File: src/rtl/scipio_pkg.sv
// ---------------------------------------------------------------------------
// scipio_pkg
// Shared types and constants for the ID->EX dispatch interface.
//   rs_entry_t : one reservation-station slot (valid, opcode, two producer
//                tags, two operand values, destination ROB slot)
//   TAG_NONE   : tag value meaning "no producer, operand value present"
//   EXU_*      : functional-unit codes carried on the dispatch bus
// The entry record is sized by the RS_* widths below; stations built from
// it must use matching OP_W / TAG_W / VAL_W.
// ---------------------------------------------------------------------------
package scipio_pkg;

    localparam int RS_OP_W  = 8;
    localparam int RS_TAG_W = 5;
    localparam int RS_VAL_W = 32;

    localparam logic [RS_TAG_W-1:0] TAG_NONE = '0;

    localparam logic [2:0] EXU_ALU = 3'd0;
    localparam logic [2:0] EXU_MUL = 3'd1;
    localparam logic [2:0] EXU_LSU = 3'd2;
    localparam logic [2:0] EXU_BRU = 3'd3;

    typedef struct packed {
        logic                          valid;
        logic [RS_OP_W-1:0]            op;
        logic [1:2][RS_TAG_W-1:0]      tag;
        logic [1:2][RS_VAL_W-1:0]      val;
        logic [RS_TAG_W-1:0]           target;
    } rs_entry_t;

    // An entry may issue once both operand values have been captured.
    function automatic logic rs_is_ready(input rs_entry_t e);
        return e.valid && (e.tag[1] == TAG_NONE) && (e.tag[2] == TAG_NONE);
    endfunction

endpackage

File: src/rtl/rs_select.sv
// ---------------------------------------------------------------------------
// rs_select
// Lowest-index priority pick over a request vector (index 0 = oldest).
//   i_req    : DEPTH-wide ready vector
//   o_onehot : one-hot of the lowest set request bit (all zero if none)
//   o_idx    : binary index of the same bit (zero if none)
//   o_any    : at least one request bit set
// ---------------------------------------------------------------------------
module rs_select #(
    parameter int DEPTH = 4
) (
    input  logic [DEPTH-1:0]         i_req,
    output logic [DEPTH-1:0]         o_onehot,
    output logic [$clog2(DEPTH)-1:0] o_idx,
    output logic                     o_any
);

    localparam int IDX_W = $clog2(DEPTH);

    // Scan from the top down so the lowest set bit is the last one written.
    always_comb begin
        o_onehot = '0;
        o_idx    = '0;
        o_any    = 1'b0;
        for (int i = DEPTH - 1; i >= 0; i--) begin
            if (i_req[i]) begin
                o_onehot    = '0;
                o_onehot[i] = 1'b1;
                o_idx       = IDX_W'(i);
                o_any       = 1'b1;
            end
        end
    end

endmodule

File: src/rtl/ex_rs.sv
// ---------------------------------------------------------------------------
// ex_rs
// Reservation station for one functional unit. Holds dispatched instructions
// in a collapsing queue (entry 0 oldest) until both operands have arrived on
// the common data bus, then issues them oldest-ready-first.
//   clk, rst (async, active-low), flush (sync squash of all entries)
//   in_valid/in_ready, in_ex_unit, in_op, in_tag1/2, in_val1/2, in_target
//                      : dispatch port; only in_ex_unit == UNIT_ID is taken
//   cdb_valid, cdb_tag, cdb_val : result broadcast (cdb_tag never TAG_NONE)
//   iss_valid/iss_ready, iss_op, iss_val1/2, iss_target : issue handshake
//   count              : number of occupied entries
// ---------------------------------------------------------------------------
module ex_rs
    import scipio_pkg::*;
#(
    parameter int         DEPTH   = 4,
    parameter logic [2:0] UNIT_ID = EXU_ALU,
    parameter int         OP_W    = RS_OP_W,
    parameter int         TAG_W   = RS_TAG_W,
    parameter int         VAL_W   = RS_VAL_W
) (
    input  logic                       clk,
    input  logic                       rst,
    input  logic                       flush,
    input  logic                       in_valid,
    output logic                       in_ready,
    input  logic [2:0]                 in_ex_unit,
    input  logic [OP_W-1:0]            in_op,
    input  logic [TAG_W-1:0]           in_tag1,
    input  logic [TAG_W-1:0]           in_tag2,
    input  logic [VAL_W-1:0]           in_val1,
    input  logic [VAL_W-1:0]           in_val2,
    input  logic [TAG_W-1:0]           in_target,
    input  logic                       cdb_valid,
    input  logic [TAG_W-1:0]           cdb_tag,
    input  logic [VAL_W-1:0]           cdb_val,
    output logic                       iss_valid,
    input  logic                       iss_ready,
    output logic [OP_W-1:0]            iss_op,
    output logic [VAL_W-1:0]           iss_val1,
    output logic [VAL_W-1:0]           iss_val2,
    output logic [TAG_W-1:0]           iss_target,
    output logic [$clog2(DEPTH+1)-1:0] count
);

    localparam int IDX_W = $clog2(DEPTH);
    localparam int CNT_W = $clog2(DEPTH + 1);

    rs_entry_t        r_ent [DEPTH];
    logic [CNT_W-1:0] r_count;

    rs_entry_t        w_ext  [DEPTH+1];
    rs_entry_t        w_next [DEPTH];
    rs_entry_t        w_new_raw;
    rs_entry_t        w_new;
    logic [DEPTH-1:0] w_ready;
    logic [DEPTH-1:0] w_sel_onehot;
    logic [IDX_W-1:0] w_sel_idx;
    logic             w_sel_any;
    logic             w_issue;
    logic             w_accept;
    logic [CNT_W-1:0] w_wr_pos;

    // CDB capture: any still-pending operand whose tag matches the broadcast
    // takes the value and becomes present. Used for held entries and for the
    // incoming entry, so a result broadcast in the dispatch cycle is not lost.
    function automatic rs_entry_t cdb_capture(
        input rs_entry_t        e,
        input logic             bvalid,
        input logic [TAG_W-1:0] btag,
        input logic [VAL_W-1:0] bval
    );
        rs_entry_t r;
        r = e;
        for (int k = 1; k <= 2; k++) begin
            if (e.valid && bvalid && (e.tag[k] != TAG_NONE) && (e.tag[k] == btag)) begin
                r.tag[k] = TAG_NONE;
                r.val[k] = bval;
            end
        end
        return r;
    endfunction

    // in_ready depends only on registered occupancy, so a full station stays
    // closed even in a cycle where an issue frees a slot.
    assign in_ready = (r_count < CNT_W'(DEPTH));
    assign count    = r_count;
    assign w_accept = in_valid && (in_ex_unit == UNIT_ID) && in_ready;

    always_comb begin
        for (int i = 0; i < DEPTH; i++) begin
            w_ready[i] = rs_is_ready(r_ent[i]);
        end
    end

    rs_select #(
        .DEPTH (DEPTH)
    ) u_select (
        .i_req    (w_ready),
        .o_onehot (w_sel_onehot),
        .o_idx    (w_sel_idx),
        .o_any    (w_sel_any)
    );

    assign iss_valid = w_sel_any;
    assign w_issue   = w_sel_any && iss_ready;

    // Issue fields are zero whenever nothing is selected.
    always_comb begin
        iss_op     = '0;
        iss_val1   = '0;
        iss_val2   = '0;
        iss_target = '0;
        for (int i = 0; i < DEPTH; i++) begin
            if (w_sel_onehot[i]) begin
                iss_op     = r_ent[i].op;
                iss_val1   = r_ent[i].val[1];
                iss_val2   = r_ent[i].val[2];
                iss_target = r_ent[i].target;
            end
        end
    end

    // Entry array extended by one empty slot so the top entry can shift in
    // "nothing" when the queue collapses.
    always_comb begin
        for (int i = 0; i < DEPTH; i++) begin
            w_ext[i] = r_ent[i];
        end
        w_ext[DEPTH] = '0;
    end

    always_comb begin
        w_new_raw.valid  = 1'b1;
        w_new_raw.op     = in_op;
        w_new_raw.tag[1] = in_tag1;
        w_new_raw.tag[2] = in_tag2;
        w_new_raw.val[1] = in_val1;
        w_new_raw.val[2] = in_val2;
        w_new_raw.target = in_target;
    end

    assign w_new = cdb_capture(w_new_raw, cdb_valid, cdb_tag, cdb_val);

    // Collapse above the issued slot, apply wakeup to the shifted view, then
    // append the new entry right after the survivors.
    always_comb begin
        w_wr_pos = r_count - CNT_W'(w_issue);
        for (int i = 0; i < DEPTH; i++) begin
            if (w_issue && (IDX_W'(i) >= w_sel_idx)) begin
                w_next[i] = cdb_capture(w_ext[i+1], cdb_valid, cdb_tag, cdb_val);
            end else begin
                w_next[i] = cdb_capture(w_ext[i], cdb_valid, cdb_tag, cdb_val);
            end
            if (w_accept && (CNT_W'(i) == w_wr_pos)) begin
                w_next[i] = w_new;
            end
        end
    end

    always_ff @(posedge clk or negedge rst) begin
        if (!rst) begin
            r_count <= '0;
            for (int i = 0; i < DEPTH; i++) begin
                r_ent[i] <= '0;
            end
        end else if (flush) begin
            r_count <= '0;
            for (int i = 0; i < DEPTH; i++) begin
                r_ent[i] <= '0;
            end
        end else begin
            r_count <= r_count + CNT_W'(w_accept) - CNT_W'(w_issue);
            for (int i = 0; i < DEPTH; i++) begin
                r_ent[i] <= w_next[i];
            end
        end
    end

endmodule

File: config.mk
export PLATFORM = sky130hd
export DESIGN_NAME = ex_rs
export DESIGN_NICKNAME = d
export VERILOG_FILES = /design/src/rtl/scipio_pkg.sv /design/src/rtl/rs_select.sv /design/src/rtl/ex_rs.sv
export SDC_FILE = /design/constraint.sdc
export NUM_CORES = 1
export LEC_CHECK = 0
export CAP_MARGIN = 30
export CELL_PAD_IN_SITES_DETAIL_PLACEMENT = 0
export CELL_PAD_IN_SITES_GLOBAL_PLACEMENT = 1
export CORE_UTILIZATION = 40
export CTS_BUF_LIST = sky130_fd_sc_hd__clkbuf_2 sky130_fd_sc_hd__clkbuf_4 sky130_fd_sc_hd__clkbuf_8
export DETAILED_ROUTE_END_ITERATION = 12
export GPL_ROUTABILITY_DRIVEN = 0
export GPL_TIMING_DRIVEN = 0
export PLACE_DENSITY = 0.75
export RECOVER_POWER = 100
export SLEW_MARGIN = 20
export SYNTH_ARGS = -nofsm -noshare
export SYNTH_HDL_FRONTEND = slang
export SYNTH_SLANG_ARGS = --single-unit
File: constraint.sdc
create_clock -name clk -period 6.15 [get_ports clk]
set_input_delay 1.23 -clock clk [delete_from_list [all_inputs] [get_ports clk]]
set_output_delay 1.23 -clock clk [all_outputs]
set_load 0.01 [all_outputs]
======== Word-level counts from Yosys, hierarchy flattened ========
Cells that the tools add are included.
word-level totals
  output and inout bits ................... 82
  input port bits ......................... 133
  flip-flop bits (word level) ............. 355
  logic and storage cells ................. 177
operators by class
  add/subtract/negate cells ............... 3
  multiplexer cells ....................... 58
  magnitude comparators ................... 5
  equal/unequal tests ..................... 13
  reductions and logical operators ........ 69
operators with widths
  cell                                                              count
  2-to-1 mux 88 bit                                                 8
  2-to-1 mux 32 bit                                                 18
  2-to-1 mux 352 bit                                                1
  2-to-1 mux 5 bit                                                  14
  equality test 5 bit                                               10
  nonzero test 5 bit                                                10
  logical AND 1 bit                                                 43
  logical NOT 5 bit                                                 8
  2-to-1 mux 8 bit                                                  4
  2-to-1 mux 4 bit                                                  4
  nonzero test 3 bit                                                4
  2-to-1 mux 2 bit                                                  4
  nonzero test 4 bit                                                2
  equality test 2 x 3 -> 1 bit, first input constant                2
  logical NOT 3 bit                                                 2
  subtractor 3 x 1 -> 3 bit                                         2
  greater-or-equal comparator 1 x 2 -> 1 bit, first input constant  2
  greater-or-equal comparator 2 bit, first input constant           2
  2-to-1 mux 1 bit                                                  4
  adder 3 x 1 -> 3 bit                                              1
  equality test 1 x 3 -> 1 bit, first input constant                1
  < comparator 3 bit, second input constant                         1
  2-to-1 mux 3 bit                                                  1

======== Longest topological paths before layout ========
  word-level depth ........................ 13
  gate-level depth with buffers ........... 15
  mapped depth without buffers ............ 11

======== Hierarchy ========
From an unflattened synthesis, not the netlist that was laid out.
second synthesis, totals
  cell total of the unflattened synthesis .. 2371
  area total of the unflattened synthesis .. 21549.4 um2
modules (own cells, without submodules)
  module     instances  cells each  area each (um2)
  ex_rs      1          2360        21488.1
  rs_select  1          11          61.3

======== Worst setup path before layout ========
OpenSTA, ideal clock, no wires.
  kind .................................... register -> register
  start point ............................. register r_ent[70] (netlist bit)
  end point ............................... register r_ent[297] (netlist bit)
  stages on the path, launching flop included .. 14
  path slack .............................. 2.550 ns
  arrival ................................. 3.479 ns
  buffers on the path ..................... 3
  period minus slack after synthesis ...... 3.600 ns
  setup time .............................. 0.121 ns
  path through ............................ dfrtp_1 or4_1 nor2_2 nand3_1 a31oi_2 ha_1 ha_1 clkbuf_1 and4b_1 clkbuf_1 a2111oi_4 clkbuf_1 a21oi_1 a22o_1
on the way
  cells in the longest elaborated chain, start to end .. 12
RTL lines
  item                              line              text
  start: declaration                ex_rs.sv:49       rs_entry_t r_ent [DEPTH];
  start signal: indexed assignment  ex_rs.sv:175      r_ent[i] <= w_next[i];
  logical NOT 5 bit *               scipio_pkg.sv:34  return e.valid && (e.tag[1] == TAG_NONE) && (e.tag[2] == TAG_NONE);
  logical AND 1 bit *               scipio_pkg.sv:34
  2-to-1 mux 1 bit (4 in a row)     rs_select.sv:26   if (i_req[i]) begin
  logical AND 1 bit                 ex_rs.sv:106      assign w_issue = w_sel_any && iss_ready;
  subtractor 3 x 1 -> 3 bit         ex_rs.sv:148      w_wr_pos = r_count - CNT_W'(w_issue);
  logical NOT 3 bit                 ex_rs.sv:155      if (w_accept && (CNT_W'(i) == w_wr_pos)) begin
  logical AND 1 bit                 ex_rs.sv:155
  2-to-1 mux 88 bit                 ex_rs.sv:155
  2-to-1 mux 352 bit                ex_rs.sv:167      end else if (flush) begin
Every way passes the cells marked *; elsewhere a longest branch is shown, timed or not. The select of a mux whose other input is x is not followed.
A chain may end at the register's enable or synchronous reset.

======== Worst setup path after layout ========
  start point ............................. register r_ent[342] (netlist bit)
  end point ............................... output iss_val1[7]
on the way
  cells in the longest elaborated chain, start to end .. 8
RTL lines
  item                              line              text
  logical NOT 5 bit *               scipio_pkg.sv:34
  logical AND 1 bit * (2 in a row)  scipio_pkg.sv:34
  2-to-1 mux 4 bit *                rs_select.sv:26
  2-to-1 mux 32 bit (3 in a row)    ex_rs.sv:115      if (w_sel_onehot[i]) begin
  2-to-1 mux 32 bit *               ex_rs.sv:115
  end: declaration                  ex_rs.sv:40       output logic [VAL_W-1:0] iss_val1,
Every way passes the cells marked *; elsewhere a longest branch is shown, timed or not.

==> results.py <==
metrics = {
    "routing": {
        "ant_nets": 0,
        "wl_mm": 99.2,
        "drtPass1Iterations": 9,
        "viasPerCell": 6.68,
        "num_vias": 21800,
        "drtIter0Drc": 3167,
        "drc_errors": 0,
        "routedWlPerCell_um": 30.3,
    },
    "cts": {
        "cts_setup_buffers": 0,
        "htreeDepth": 3,
        "cts_root_buf": "clkbuf_8",
        "cts_buffers": 68,
        "clkTransAtPathRegs_ns": 0.06,
        "cts_resized": 0,
        "cts_tree": "yes",
        "max-clock-path-buffers": 3,
        "hold_buffers": 0,
        "clkLatencyLatePin_ns": 0.66,
        "cts.sinks": 355,
    },
    "sta": {
        "max_freq_mhz": 165,
        "hold_ws_ns": 0.497,
        "period_minus_slack_ns": 6.07,
        "setup_viol": 0,
        "slew_viol_final": 186,
        "rsz0062_at_grt": "false",
        "setup_ws_ns": 0.0809,
        "tightestPinTransition_ns": 3.26,
        "max_slew_margin_pct": -117,
        "fin_skew_ns": 0.0352,
        "timing_hold_violations_final": 0,
        "post-route-period-util_pct": 98.7,
    },
    "floorplan": {
        "chipWidth_um": 237,
        "start_util_pct": 40.8,
        "rows": 85,
        "core_area_sq_mm": 0.0542,
        "die_height_um": 237,
        "io_pins": 215,
        "die_area_sq_mm": 0.0562,
    },
    "synth": {
        "synth_top_area_share_pct": 40.2,
        "ys.flop_type": "dfrtp_1",
        "ys_ff_latch": 355,
        "synthCells": 2245,
        "synth_top_area_cell": "dfrtp_1",
        "synth.avg_cell_area_sq_um": 9.85,
        "synth_fp_nets": 2383,
        "yosysSeqAreaShare_pct": 40.2,
        "synth_edf_count": 0,
        "synth.area.top_cells": "dfrtp_1 (40%), mux2i_1 (14%), mux2_2 (7.0%)",
        "synth_cell_types": 67,
        "yosysWarnings": 0,
        "syn_area_sq_mm": 0.0221,
        "async_flop_share_pct": 100,
    },
    "placed_design": {
        "placement.io_buffers": 210,
        "place_area_sq_mm": 0.0253,
        "post-dp-hpwl_mm": 67.7,
        "dp_slack_ns": 0.529,
    },
    "layout": {
        "post-route-util_pct": 48.9,
        "design_area_sq_mm": 0.0265,
        "area_delta_synth_final_pct": 19.8,
        "nNetsFinal": 2675,
        "drive_above_1_share_pct": 14.0,
        "n_fill_cell": 5076,
    },
    "power_and_ir_drop": {
        "p_leak_nw": 12.5,
        "vdd_drop_max_mv": 0.122,
        "powerDensity_mw_per_mm2": 208,
    },
    "run": {
        "drv_cap": 3,
    },
    "global_route": {
        "grt_pass1_wl_mm": 143,
        "first_global_vias": 21500,
        "antenna_found_initial": 5,
        "grt_max_degree": 93,
        "overflow": 0,
        "track_usage_pct": 34.4,
    },
    "worst_hold_path": {
        "worst_hold_path_type": "reg -> reg",
    },
    "critical_path": {
        "arrival_ns": 4.84,
        "path_class": "reg -> out",
        "cpMostUsedCell": "clkbuf_1",
        "required_ns": 4.92,
        "worstPathMaxFanout": 10,
        "critPathSlowestCell": "clkbuf_1",
        "cp_cell_sequence": "nor4_1 -> and4_1 -> buf_4 -> clkbuf_1 -> clkbuf_1 -> a222oi_1 -> nand2_1 -> dlygate4sd3_1",
        "endpoint_kind": "output pin",
        "crit_family": "buffers and inverters",
        "worst-path-buf-inv": 4,
        "cp_slowest_stage_delay_ns": 0.79,
        "start_kind": "register",
    },
    "status": {
        "status": "finished, violations left",
        "violations": "max-capacitance violations, max-slew violations",
    },
}
==> logic make-up (layout without fill, tap and decap cells) <==
family,Yosys count,in the layout,share of synthesized area [%]
AOI/OAI and AO/OA,629,629,20.9
adders and majority gates,5,5,0.317
other,0,3,0
buffers and inverters,259,586,5.33
and+or+nand+nor,490,490,9.81
xor gates and xnor gates,49,49,1.94
DFF,355,355,40.2
muxes,458,458,21.5
==> area by class of cell <==
| class | count | area, sq um | share of cell area, % |
|---|---|---|---|
| Buffer | 251 | 1130 | 4.26 |
| Multi-Input combinational cell | 1631 | 12000 | 45.4 |
| Inverter | 8 | 30.0 | 0.113 |
| Sequential cell | 355 | 8880 | 33.5 |
| Timing Repair Buffer | 222 | 2240 | 8.47 |
| Antenna cell | 3 | 7.51 | 0.0283 |
| Clock inverter | 3 | 17.5 | 0.0661 |
| Clock buffer | 102 | 1290 | 4.87 |
| Tap cell | 696 | 871 | 3.29 |
==> cell usage in the layout, fill, tap and decap left out, types with 5 or more instances in the layout <==
master	instances
dfrtp_1	355
mux2i_1	312
nand2_1	246
clkbuf_1	161
mux2_2	138
nor2_1	131
clkdlybuf4s50_1	131
o22ai_1	130
a21oi_1	128
clkbuf_8	84
dlygate4sd3_1	78
a222oi_1	77
buf_2	61
a22o_1	58
a31oi_1	48
a211oi_1	38
xnor2_1	32
a21o_1	32
a32o_1	32
a311oi_1	24
clkbuf_4	19
o2bb2ai_1	19
o32ai_1	18
buf_4	17
xor2_1	17
nor3_1	16
nand3_1	16
nand2b_1	12
o21ai_0	12
and3_1	9
buf_6	9
clkbuf_2	8
nand4_1	8
mux2_1	8
nor4_1	7
inv_1	7
or4_1	6
and4_1	5
==> layer usage <==
metal | GRT usage (%) | wire length (um)
met4 | 19.9 | 5760
met5 | 0 | 57
met3 | 9.92 | 11900
met2 | 51.5 | 43100
met1 | 44.4 | 38300
==> through the flow <==
stage | instances | setup TNS, ns | total power [mW]
final | 3271 | 0 | 5.52
after global routing | 3269 | 0 | 5.65
after CTS | 3267 | 0 | 5.51
after detailed placement | 3162 | 0 | 3.14
after global placement | 3151 | -4501.65 | 3.12
after floorplan | 2245 | 0 | 2.78
==> path summary, 6_finish.rpt <==
check	startpoint	endpoint	slack, ns	depth (start not counted)
min in group asynchronous	rst	r_ent[65]	1.68	1
worst min-delay path	r_ent[323]	r_ent[323]	0.50	1
worst max register to register	r_ent[342]	r_ent[298]	0.16	14
max in group asynchronous	rst	r_ent[102]	0.96	4
worst max-delay path	r_ent[342]	iss_val1[7]	0.08	8
worst min register to register	r_ent[323]	r_ent[323]	0.50	1
==> report_power, final <==
group | total (mW) | internal, mW | leakage [nW] | switching [mW]
clock | 2.41 | 1.32 | 0.695 | 1.09
sequential | 2.42 | 2.39 | 4.92 | 0.0338
combinational | 0.691 | 0.243 | 6.87 | 0.449
total | 5.52 | 3.95 | 12.5 | 1.57
==> synthesized netlist by cell type, types with 5 or more instances <==
cell type	number
a211oi_1	38
a21o_1	32
a21oi_1	128
a222oi_1	77
a22o_1	58
a311oi_1	24
a31oi_1	45
a32o_1	32
and2_1	7
and3_1	9
and4_1	5
buf_1	8
buf_2	70
buf_4	21
buf_6	5
clkbuf_1	146
dfrtp_1	355
inv_1	7
mux2_1	8
mux2_2	138
mux2i_1	312
nand2_1	246
nand2b_1	12
nand3_1	16
nand4_1	8
nor2_1	131
nor3_1	16
nor4_1	6
o21ai_0	12
o22ai_1	130
o2bb2ai_1	19
o32ai_1	18
or4_1	6
xnor2_1	32
xor2_1	17
==> flip-flops by register name, summed over array words and instances, names as in the netlist <==
name and count:
count 3, r_ent 352
Power figures use the tool's default switching activity.
